$ cat src/rtl/icache_ctrl.sv
// Direct-mapped instruction cache controller: zero-cycle hit check, single-line
// fill from memory, and a one-index-per-cycle invalidate-all walk.
module icache_ctrl #(
  parameter int s_offset = 5,
  parameter int s_index  = 3,
  parameter int s_tag    = 32 - s_offset - s_index
) (
  input  logic               clk,
  input  logic               rst,
  input  logic               cpu_read,
  input  logic [31:0]        cpu_addr,
  input  logic               flush,
  output logic               cpu_resp,
  output logic               flush_busy,
  output logic [s_index-1:0] arr_index,
  input  logic [s_tag-1:0]   tag_in,
  input  logic               valid_in,
  output logic               tag_load,
  output logic               valid_load,
  output logic               data_load,
  output logic [s_tag-1:0]   tag_out,
  output logic               valid_out,
  output logic               mem_read,
  output logic [31:0]        mem_addr,
  input  logic               mem_resp,
  output logic [15:0]        hit_cnt,
  output logic [15:0]        miss_cnt
);

  typedef enum logic [1:0] {
    CHECK = 2'd0,
    FILL  = 2'd1,
    DONE  = 2'd2,
    FLUSH = 2'd3
  } state_t;

  localparam logic [31:0]        LINE_MASK = ~((32'd1 << s_offset) - 32'd1);
  localparam logic [s_index-1:0] LAST_SET  = '1;

  state_t             state_q, state_d;
  logic [31:0]        fill_addr_q, fill_addr_d;
  logic [s_index-1:0] walk_q, walk_d;
  logic [15:0]        hit_cnt_q, hit_cnt_d;
  logic [15:0]        miss_cnt_q, miss_cnt_d;

  logic [s_tag-1:0]   cpu_tag_s, fill_tag_s;
  logic [s_index-1:0] cpu_idx_s, fill_idx_s;
  logic               hit_s;

  function automatic logic [15:0] sat_inc(input logic [15:0] v);
    if (v == 16'hFFFF) begin
      return v;
    end else begin
      return v + 16'd1;
    end
  endfunction

  assign cpu_tag_s  = cpu_addr[31 -: s_tag];
  assign cpu_idx_s  = cpu_addr[s_offset +: s_index];
  assign fill_tag_s = fill_addr_q[31 -: s_tag];
  assign fill_idx_s = fill_addr_q[s_offset +: s_index];
  assign hit_s      = valid_in && (tag_in == cpu_tag_s);
  assign hit_cnt    = hit_cnt_q;
  assign miss_cnt   = miss_cnt_q;

  // Next-state and array/memory handshake decode; all strobes default low.
  always_comb begin
    state_d     = state_q;
    fill_addr_d = fill_addr_q;
    walk_d      = walk_q;
    hit_cnt_d   = hit_cnt_q;
    miss_cnt_d  = miss_cnt_q;
    cpu_resp    = 1'b0;
    flush_busy  = 1'b0;
    arr_index   = cpu_idx_s;
    tag_load    = 1'b0;
    valid_load  = 1'b0;
    data_load   = 1'b0;
    tag_out     = fill_tag_s;
    valid_out   = 1'b0;
    mem_read    = 1'b0;
    mem_addr    = fill_addr_q & LINE_MASK;
    case (state_q)
      CHECK: begin
        if (flush) begin
          state_d = FLUSH;
          walk_d  = '0;
        end else if (cpu_read && hit_s) begin
          cpu_resp  = 1'b1;
          hit_cnt_d = sat_inc(hit_cnt_q);
        end else if (cpu_read) begin
          fill_addr_d = cpu_addr;
          miss_cnt_d  = sat_inc(miss_cnt_q);
          state_d     = FILL;
        end else begin
          state_d = CHECK;
        end
      end
      FILL: begin
        arr_index = fill_idx_s;
        mem_read  = 1'b1;
        if (mem_resp) begin
          tag_load   = 1'b1;
          valid_load = 1'b1;
          data_load  = 1'b1;
          valid_out  = 1'b1;
          state_d    = DONE;
        end else begin
          state_d = FILL;
        end
      end
      DONE: begin
        arr_index = fill_idx_s;
        cpu_resp  = cpu_read;
        state_d   = CHECK;
      end
      FLUSH: begin
        arr_index  = walk_q;
        valid_load = 1'b1;
        flush_busy = 1'b1;
        if (walk_q == LAST_SET) begin
          state_d = CHECK;
        end else begin
          walk_d = walk_q + {{(s_index-1){1'b0}}, 1'b1};
        end
      end
      default: begin
        state_d = CHECK;
      end
    endcase
  end

  // State, latched fill address, walk counter and performance counters.
  always_ff @(posedge clk or negedge rst) begin
    if (!rst) begin
      state_q     <= CHECK;
      fill_addr_q <= 32'd0;
      walk_q      <= '0;
      hit_cnt_q   <= 16'd0;
      miss_cnt_q  <= 16'd0;
    end else begin
      state_q     <= state_d;
      fill_addr_q <= fill_addr_d;
      walk_q      <= walk_d;
      hit_cnt_q   <= hit_cnt_d;
      miss_cnt_q  <= miss_cnt_d;
    end
  end

endmodule

$ cat config.mk
export PLATFORM = sky130hd
export DESIGN_NAME = icache_ctrl
export DESIGN_NICKNAME = d
export VERILOG_FILES = /design/src/rtl/icache_ctrl.sv
export SDC_FILE = /design/constraint.sdc
export NUM_CORES = 1
export LEC_CHECK = 0
export CAP_MARGIN = 20
export CORE_MARGIN = 1.5
export CORE_UTILIZATION = 39
export DETAILED_ROUTE_END_ITERATION = 10
export GPL_TIMING_DRIVEN = 0
export PLACE_DENSITY = 0.88
export SYNTH_ARGS = -nofsm -noshare
export SYNTH_HDL_FRONTEND = slang
export SYNTH_SLANG_ARGS = --single-unit
$ cat constraint.sdc
create_clock -name clk -period 1.83 [get_ports clk]
set_clock_uncertainty 0.05 [all_clocks]
set_input_delay 0.366 -clock clk [delete_from_list [all_inputs] [get_ports clk]]
set_output_delay 0.366 -clock clk [all_outputs]
set_load 0.02 [all_outputs]
# ---- Yosys cells after proc, flatten, opt, wreduce, memory -nomap -nowiden
# Index checks and enable logic that the tools add are counted.
dict set report word_totals {
  ff_bits 69
  latchBits 0
  ram_bits 0
  rom_bits 0
  input_bits 62
  output_inout_bits 98
  elab_cells 51
  n_memories 0
}
dict set report op_classes {
  n_addsub 3
  mul 0
  div 0
  order_cmp 0
  n_eq_ne 11
  shift 0
  muxes 18
  bitwise_logic 4
  reduce_logical 10
}
# op count
set op_table {}
lappend op_table {{$add 16x1->16 const B} 2}
lappend op_table {{$eq 16x16->1 const B} 2}
lappend op_table {{$eq 24x24->1} 1}
lappend op_table {{$pmux 3 s2} 2}
lappend op_table {{$mux 2} 4}
lappend op_table {{$pmux 2 s4} 1}
lappend op_table {{$reduce_and 4->1} 2}
lappend op_table {{$mux 1} 7}
lappend op_table {{$mux 3} 2}
lappend op_table {{$ne 2x2->1 const B} 3}
lappend op_table {{$reduce_and 5->1} 1}
lappend op_table {{$eq 2x2->1 const B} 2}
lappend op_table {{$not 1->1} 4}
lappend op_table {{$pmux 1 s2} 2}
lappend op_table {{$add 3x1->3 const B} 1}
lappend op_table {{$eq 3x3->1 const B} 1}
lappend op_table {{$ne 3x3->1 const B} 1}
lappend op_table {{$reduce_and 3->1} 1}
lappend op_table {{$eq 2x1->1 const B} 1}
lappend op_table {{$logic_and 1x1->1} 2}
lappend op_table {{$logic_not 2->1} 1}
lappend op_table {{$reduce_and 2->1} 1}
lappend op_table {{$reduce_bool 2->1} 1}
lappend op_table {{$reduce_or 2->1} 1}

# ---- Depth between registers and ports, before layout
# Gate-level depths: netlist (run 1).
dict set report depth {
  word_depth 6
  ltp_mapped 10
  depth_no_buf 8
}

# ---- Least setup slack after synthesis (run 1)
# OpenSTA, ideal clock, no wires.
dict set report synth_path {
  path_kind {register to register}
  startpoint {register miss_cnt_q[0], in the netlist miss_cnt[0]}
  endpoint {register miss_cnt_q[1], in the netlist miss_cnt[1]}
  setup_ns 0.125
  t_arrival_ns 1.914
  required_time_ns 1.655
  slack_ns -0.259
  stages_incl_launch_ff 7
  path_buffers 0
  synth_period_minus_slack_ns 2.089
  path_cell_list {dfrtp_1 ha_1 nand2_1 nor3_1 a31oi_2 nand2_1 mux2_2}
}
dict set report synth_between {
  elab_chain_cells 3
  word_cells_on_any_way 4
  cone_classes {1 x add/sub; 1 x eq/ne; 1 x bitwise; 1 x reduce/logical}
}
# element line_no
set synth_rtl {}
lappend synth_rtl {{from (decl)} 44} ;# logic [15:0] miss_cnt_q, miss_cnt_d;
lappend synth_rtl {{from (signal assigned)} 146} ;# miss_cnt_q <= miss_cnt_d;
lappend synth_rtl {{branches (longest 3 deep; another with $add 16x1->16)} -}
# Several ways; the timed one is not identified.
# A chain may end at the register's enable or synchronous reset.

# ---- Worst setup path after layout (run 1)
dict set report layout_path {
  startpoint {register state_q[0]}
  endpoint {output valid_load}
}
dict set report layout_between {
  elab_chain_cells 2
  word_cells_on_any_way 3
  cone_classes {2 x eq/ne; 1 x mux}
}
# element line_no
set layout_rtl {}
lappend layout_rtl {{from (decl)} 40} ;# state_t state_q, state_d;
lappend layout_rtl {{from (signal assigned)} 142} ;# state_q <= state_d;
lappend layout_rtl {{$eq 2x2->1 or $eq 2x1->1 (tied branches)} 83} ;# case (state_q)
lappend layout_rtl {{$pmux 1 s2 *} 83}
lappend layout_rtl {{to (decl)} 19} ;# output logic valid_load,
# Every way passes the cells marked *; elsewhere a longest branch is shown, timed or not.

==> results of run 1 <==
-- state kept, by name, summed over array words and instances (netlist names) --
name         cells
walk_q           3
miss_cnt        16
state_q          2
fill_addr_q     27
hit_cnt         16
-- path summary, 6_finish.rpt --
path,from,endpoint,slack [ns],cells past startpoint
max,state_q[0]$_DFFE_PN0P_,valid_load,-0.24,5
min,rst,hit_cnt[9]$_DFFE_PN0P_,0.06,1
max reg2reg,state_q[1]$_DFFE_PN0P_,hit_cnt[14]$_DFFE_PN0P_,-0.22,10
min reg2reg,miss_cnt[12]$_DFFE_PN0P_,miss_cnt[12]$_DFFE_PN0P_,0.46,1
max in group asynchronous,rst,hit_cnt[3]$_DFFE_PN0P_,1.11,1
min in group clk,cpu_addr[25],fill_addr_q[25]$_DFFE_PN0P_,0.20,2
-- kinds of logic after synthesis --
logic type               after synthesis  share of synthesized area (%)
AO/OA/AOI/OAI                         20                           3.91
XOR/XNOR                              51                           12.1
adder cells (fa/ha/maj)                8                           2.72
buffers and inverters                 48                           8.77
flip-flops                            64                           43.5
multiplexers                          35                           10.5
other                                  1                          0.102
AND/OR/NAND/NOR                      116                           18.3
-- placed cells by master, fill, tap and decap left out, types with 7 or more instances in the layout --
master / n
buf_4: 64
buf_6: 22
clkbuf_2: 10
clkbuf_8: 9
clkdlybuf4s15_1: 17
clkdlybuf4s50_1: 39
dfrtp_1: 62
dlygate4sd2_1: 44
dlymetal6s2s_1: 19
mux2_2: 8
mux2_4: 22
nand2_1: 16
nand3_1: 11
nand4_1: 23
nor2_4: 7
xnor2_1: 22
xnor2_2: 13
xor2_1: 13
-- per-layer routing --
metal  vias to the layer above  global-route usage [%]  part of all wire [%]
li1                       1593                       -                     -
met1                      1726                    25.3                    36
met2                       136                    44.8                    55
met3                        37                    5.08                   5.6
met4                         0                    10.6                   3.7
met5                         -                       0                     0
-- repair_timing --
action	4_1_cts	5_1_grt
endpoints found under the setup margin	102	85
setup buffers	30	17
gates resized for setup	229	87
pin swaps	43	34
cloned	2	1
-- final cells by class --
type | count | area [µm²]
multi-input combinational | 235 | 2340
fill | 614 | 2650
clock inverter | 6 | 60.1
clock buffer | 10 | 128
buffer | 39 | 325
sequential | 64 | 1600
inverter | 8 | 30.0
timing repair buffer | 196 | 1910
tap | 111 | 139
-- power groups by stage --
stage | registers (W) | clock network, W | logic (W)
2_1_floorplan | 0.00257 | 0 | 0.00200
3_3_place_gp | 0.00219 | 0 | 0.00417
3_5_place_dp | 0.00221 | 0 | 0.00427
4_1_cts | 0.00221 | 0.00120 | 0.00437
5_1_grt | 0.00229 | 0.00128 | 0.00489
6_report | 0.00224 | 0.00120 | 0.00466
-- stage by stage --
step	total power [W]	hold WS, ns	utilization [%]	TNS, ns	cells
4_1_cts	0.00779	0.0912	67.5	-9.59	653
3_3_place_gp	0.00636	0.437	59.7	-159.99	607
5_1_grt	0.00846	0.139	71.1	-16.33	669
3_5_place_dp	0.00648	0.436	59.7	-49.53	607
6_report	0.00809	0.0599	71.1	-10.71	669
2_1_floorplan	0.00457	0.0204	-	-2.12	347
==> metrics.yaml, run 1 <==
layout_setup_ws_ns: -0.243
pwr-share-clk_pct: 14.8
worstHoldPathType: "input port to asynchronous set/reset pin"
grt_overflow: 0
h-tree-depth: 3
power.leakage_nw: 3.38
initial_core_util_pct: 40.0
crit_path_top_delay_cell: "dfrtp_1"
powerDensity_nw_per_um2: 1240
via_per_inst: 5.22
detail-route-antenna-nets: 0
row_count: 35
tightest_slew_ns: 0.818
grt_pass1_vias: 3733
yosysMostFrequentCell: "dfrtp_1"
p_seq_share_pct: 27.6
cp_num_buf_inv: 2
switching_share_pct: 39.0
drt_wl_total_um: 12100
status: "finished with violations"
routabilityCongestion: 0.822
clockRootBuffer: "clkbuf_8"
crit_path_max_fanout: 5
dieArea_um2: 10000
worstSetupEndpointType: "primary output"
drive_above_1_share_pct: 42.1
rsz0062_at_grt: "yes"
synth_cells: 343
setup_violations: 64
final_cell_area_um2: 6540
synth_area_leaders: "dfrtp_1 (44%), mux2_2 (9.2%), xnor2_1 (8.3%), buf_4 (6.5%), nand4_1 (3.9%)"
cts_sinks: 64
arrival_ns: 1.66
io_pins: 160
ir_worst_vdd_mv: 0.951
cts.clk_slew.worst_paths_ns: 0.08
wl_per_cell_um: 18.0
async_flop_share_pct: 100
drc: 0
hpwl_um: 7820
worstSkewPairLatency_ns: 0.34
violations: "setup timing"
cap_violations: 0
detailedPlace.worstSlack_ns: -1.23
cts_tree: "built"
p_switching_w: 0.00315
critPathMaxStageDelay_ns: 0.41
first_iter_violations: 73
die_y_um: 100
max_slew_margin_pct: 45.4
yosys.area.top_type: "dfrtp_1"
synth_top_area_share_pct: 43.5
period_needed_ns: 2.07
p_int_w: 0.00494
synth_edf_count: 0
num_vias: 3492
area_delta_synth_final_pct: 77.8
grtUsageTotal_pct: 23.8
synth_cell_types: 42
grt_pass1_wl_um: 18400
grt_max_degree: 65
crit_path_start_kind: "flip-flop"
chipWidth_um: 100
cts_hold_buf: 0
ys_seq_elements: 64
place_area_um2: 5490
crit_chain: "buf_4 > ha_2 > and2_4 > or2_2 > buf_6"
diodes: 0
portBuffers: 149
antenna_found_initial: 0
hold_viol: 0
max_freq_mhz: 482
worstSetupPathType: "flip-flop to primary output"
syn_avg_cell_area_um2: 10.7
synth.yosys.seq_area_share_pct: 43.5
pwr-share-comb_pct: 57.5
nNetsFinal: 623
drtPass1Iterations: 4
numCtsBuffers: 9
synth.cell_area_um2: 3680
synth_common_cells: "dfrtp_1 (64), xnor2_1 (35), buf_4 (32)"
crit_family: "simple AND/OR/NAND/NOR gates"
ys_warn_count: 0
min_period_over_period_pct: 113
slew_violations: 0
ys.flop_type: "dfrtp_1"
crit_required_ns: 1.41
clockBufferDepth: 2
core-area_um2: 9200
(Power assumes the default switching activity.)
==> inputs of run 2 (changes only) <==
- clock period: 1.83 -> 1.8 ns (I/O delays scaled with it)
==> run 2 against run 1 <==
  * Highest routed layer unchanged
  * First-iteration DRC count up 48%
  * The run still ends with setup timing left
  * Sequential share of layout area increased by 0.076 points
  * Clock power rose by 7%
  * Die area stayed put
  * Final cell count decreased by 0.60%
  * Largest power group unchanged
  * Combinational power decreased by 1%
  * Utilization down 0.11 points
  * Final area down 0.15%
  * Count of clock-buffer cells in the layout rose by 1
==> metrics.yaml, run 2 (same netlist as run 1, synthesis figures left out) <==
status: "finished with violations"
violations: "setup timing"
regMostFlops: "fill_addr_q"
max_slew_margin_pct: 44.6
grt_pass1_vias: 3593
fin_util_pct: 71.0
clockRootBuffer: "clkbuf_8"
layout_common_cells: "dfrtp_1 (60), dlygate4sd2_1 (57), buf_4 (56), dlymetal6s2s_1 (34)"
h-tree-depth: 3
p_total_w: 0.00816
arrival_ns: 1.62
hpwl_um: 7530
power.leakage_nw: 3.56
crit_chain: "inv_2 > ha_4 > nor2b_4 > buf_6 > nand2_8 > o21ai_2 > buf_6"
via_per_inst: 5.18
grt_max_degree: 65
final_common_cell: "dfrtp_1"
drive_above_1_share_pct: 41.7
antenna_found_initial: 0
diodes: 0
period_needed_ns: 2.03
grt_overflow: 0
numCtsBuffers: 9
crit_path_max_fanout: 6
worstSetupEndpointType: "primary output"
cp_common_cell: "buf_6"
initial_core_util_pct: 40.0
fin_hold_ws_ns: 0.0747
first_iter_violations: 108
num_vias: 3448
io_pins: 160
detail-route-antenna-nets: 0
layout_setup_ws_ns: -0.231
chipWidth_um: 100
clockBufferDepth: 2
worstSkewPairLatency_ns: 0.34
wl_per_cell_um: 18.2
portBuffers: 149
cap_violations: 0
row_count: 35
fillCellCount: 633
drtPass1Iterations: 4
worstSetupPathType: "flip-flop to primary output"
layout.cells.non_filler: 665
die_y_um: 100
powerDensity_nw_per_um2: 1250
crit_required_ns: 1.39
grtUsageTotal_pct: 22.7
ir_worst_vdd_mv: 0.898
cts.clk_slew.worst_paths_ns: 0.07
cp_num_buf_inv: 3
grt_pass1_wl_um: 17600
cts_tree: "built"
worstHoldPathType: "input port to asynchronous set/reset pin"
core-area_um2: 9200
routabilityCongestion: 0.802
tightest_slew_ns: 0.831
largest_register_ffs: 27
max_freq_mhz: 492
nNetsFinal: 619
area_delta_synth_final_pct: 77.5
cts_hold_buf: 0
cts_sinks: 64
critPathMaxStageDelay_ns: 0.41
setup_violations: 60
rsz0062_at_grt: "yes"
crit_path_top_delay_cell: "dfrtp_1"
drc: 0
hold_viol: 0
min_period_over_period_pct: 113
crit_path_start_kind: "flip-flop"
crit_family: "flip-flops"
drt_wl_total_um: 12100
placedCellCount: 607
slew_violations: 0
dieArea_um2: 10000
## run 2: cell count changes in the layout (fill, tap and decap cells not counted), moves of 3 or more
cell / delta
clkdlybuf4s50_1: -19
dlymetal6s2s_1: +15
dlygate4sd2_1: +13
clkdlybuf4s15_1: -11
buf_4: -8
mux2_2: -5
mux2_4: +5
xnor2_1: +5
xnor2_2: -5
clkdlybuf4s15_2: +4
nand3_2: +3
o21ai_1: -3
o21ai_2: +3
## run 2: layer usage
metal	part of all wire [%]	up-vias	GRT usage (%)
met5	0	-	0
met4	2.7	0	8.23
met3	5.7	34	5.78
met2	54	146	41.3
met1	37	1685	25.5
li1	-	1583	-
## run 2: layout make-up
cell class / count / area [µm²] / area share, %
sequential: 64 / 1610 / 24.6
clock inverter: 5 / 56.3 / 0.862
timing repair buffer: 191 / 1890 / 29.0
buffer: 40 / 343 / 5.25
clock buffer: 11 / 141 / 2.16
inverter: 8 / 30.0 / 0.460
multi-input combinational: 235 / 2320 / 35.5
tap: 111 / 139 / 2.13
## run 2: worst reg2reg max path, delay by kind of cell (launching register included)
kind                     cells  cell delay [ns]
flip-flops                   1             0.41
multiplexers                 1             0.27
adder cells (fa/ha/maj)      1             0.15
AND/OR/NAND/NOR              3             0.37
buffers and inverters        3             0.43
AO/OA/AOI/OAI                1             0.21
## run 2: repair_timing
action / CTS / global route
pin swaps: 45 / 31
resized for setup: 228 / 95
endpoints found under the setup margin: 107 / 103
setup buffers: 26 / 14
gates cloned: 2 / 1
## run 2: per-stage QoR
stage | setup WS, ns | setup TNS (ns) | cell area, µm²
2_1_floorplan | -0.123 | -1.93 | 3860
3_3_place_gp | -2.00 | -161.06 | 5490
3_5_place_dp | -1.17 | -48.13 | 5490
4_1_cts | -0.222 | -8.57 | 6190
5_1_grt | -0.331 | -14.99 | 6530
6_report | -0.231 | -8.90 | 6530
## run 2: path summary, 6_finish.rpt
path / depth (start not counted) / slack [ns] / start / to
hold reg to reg: 1 / 0.44 / hit_cnt[5]$_DFFE_PN0P_ / hit_cnt[5]$_DFFE_PN0P_
setup / recovery: 7 / -0.23 / state_q[1]$_DFFE_PN0P_ / cpu_resp
min in group clk: 2 / 0.21 / cpu_addr[10] / fill_addr_q[10]$_DFFE_PN0P_
max in group asynchronous: 1 / 1.04 / rst / miss_cnt[8]$_DFFE_PN0P_
setup reg to reg: 9 / -0.20 / state_q[1]$_DFFE_PN0P_ / hit_cnt[1]$_DFFE_PN0P_
hold / removal: 1 / 0.07 / rst / hit_cnt[0]$_DFFE_PN0P_
## run 2: where the power goes
part           total [W]  switching (W)  internal [W]
combinational    0.00461        0.00213       0.00248
clock            0.00128       0.000600      0.000676
sequential       0.00227       0.000427       0.00184
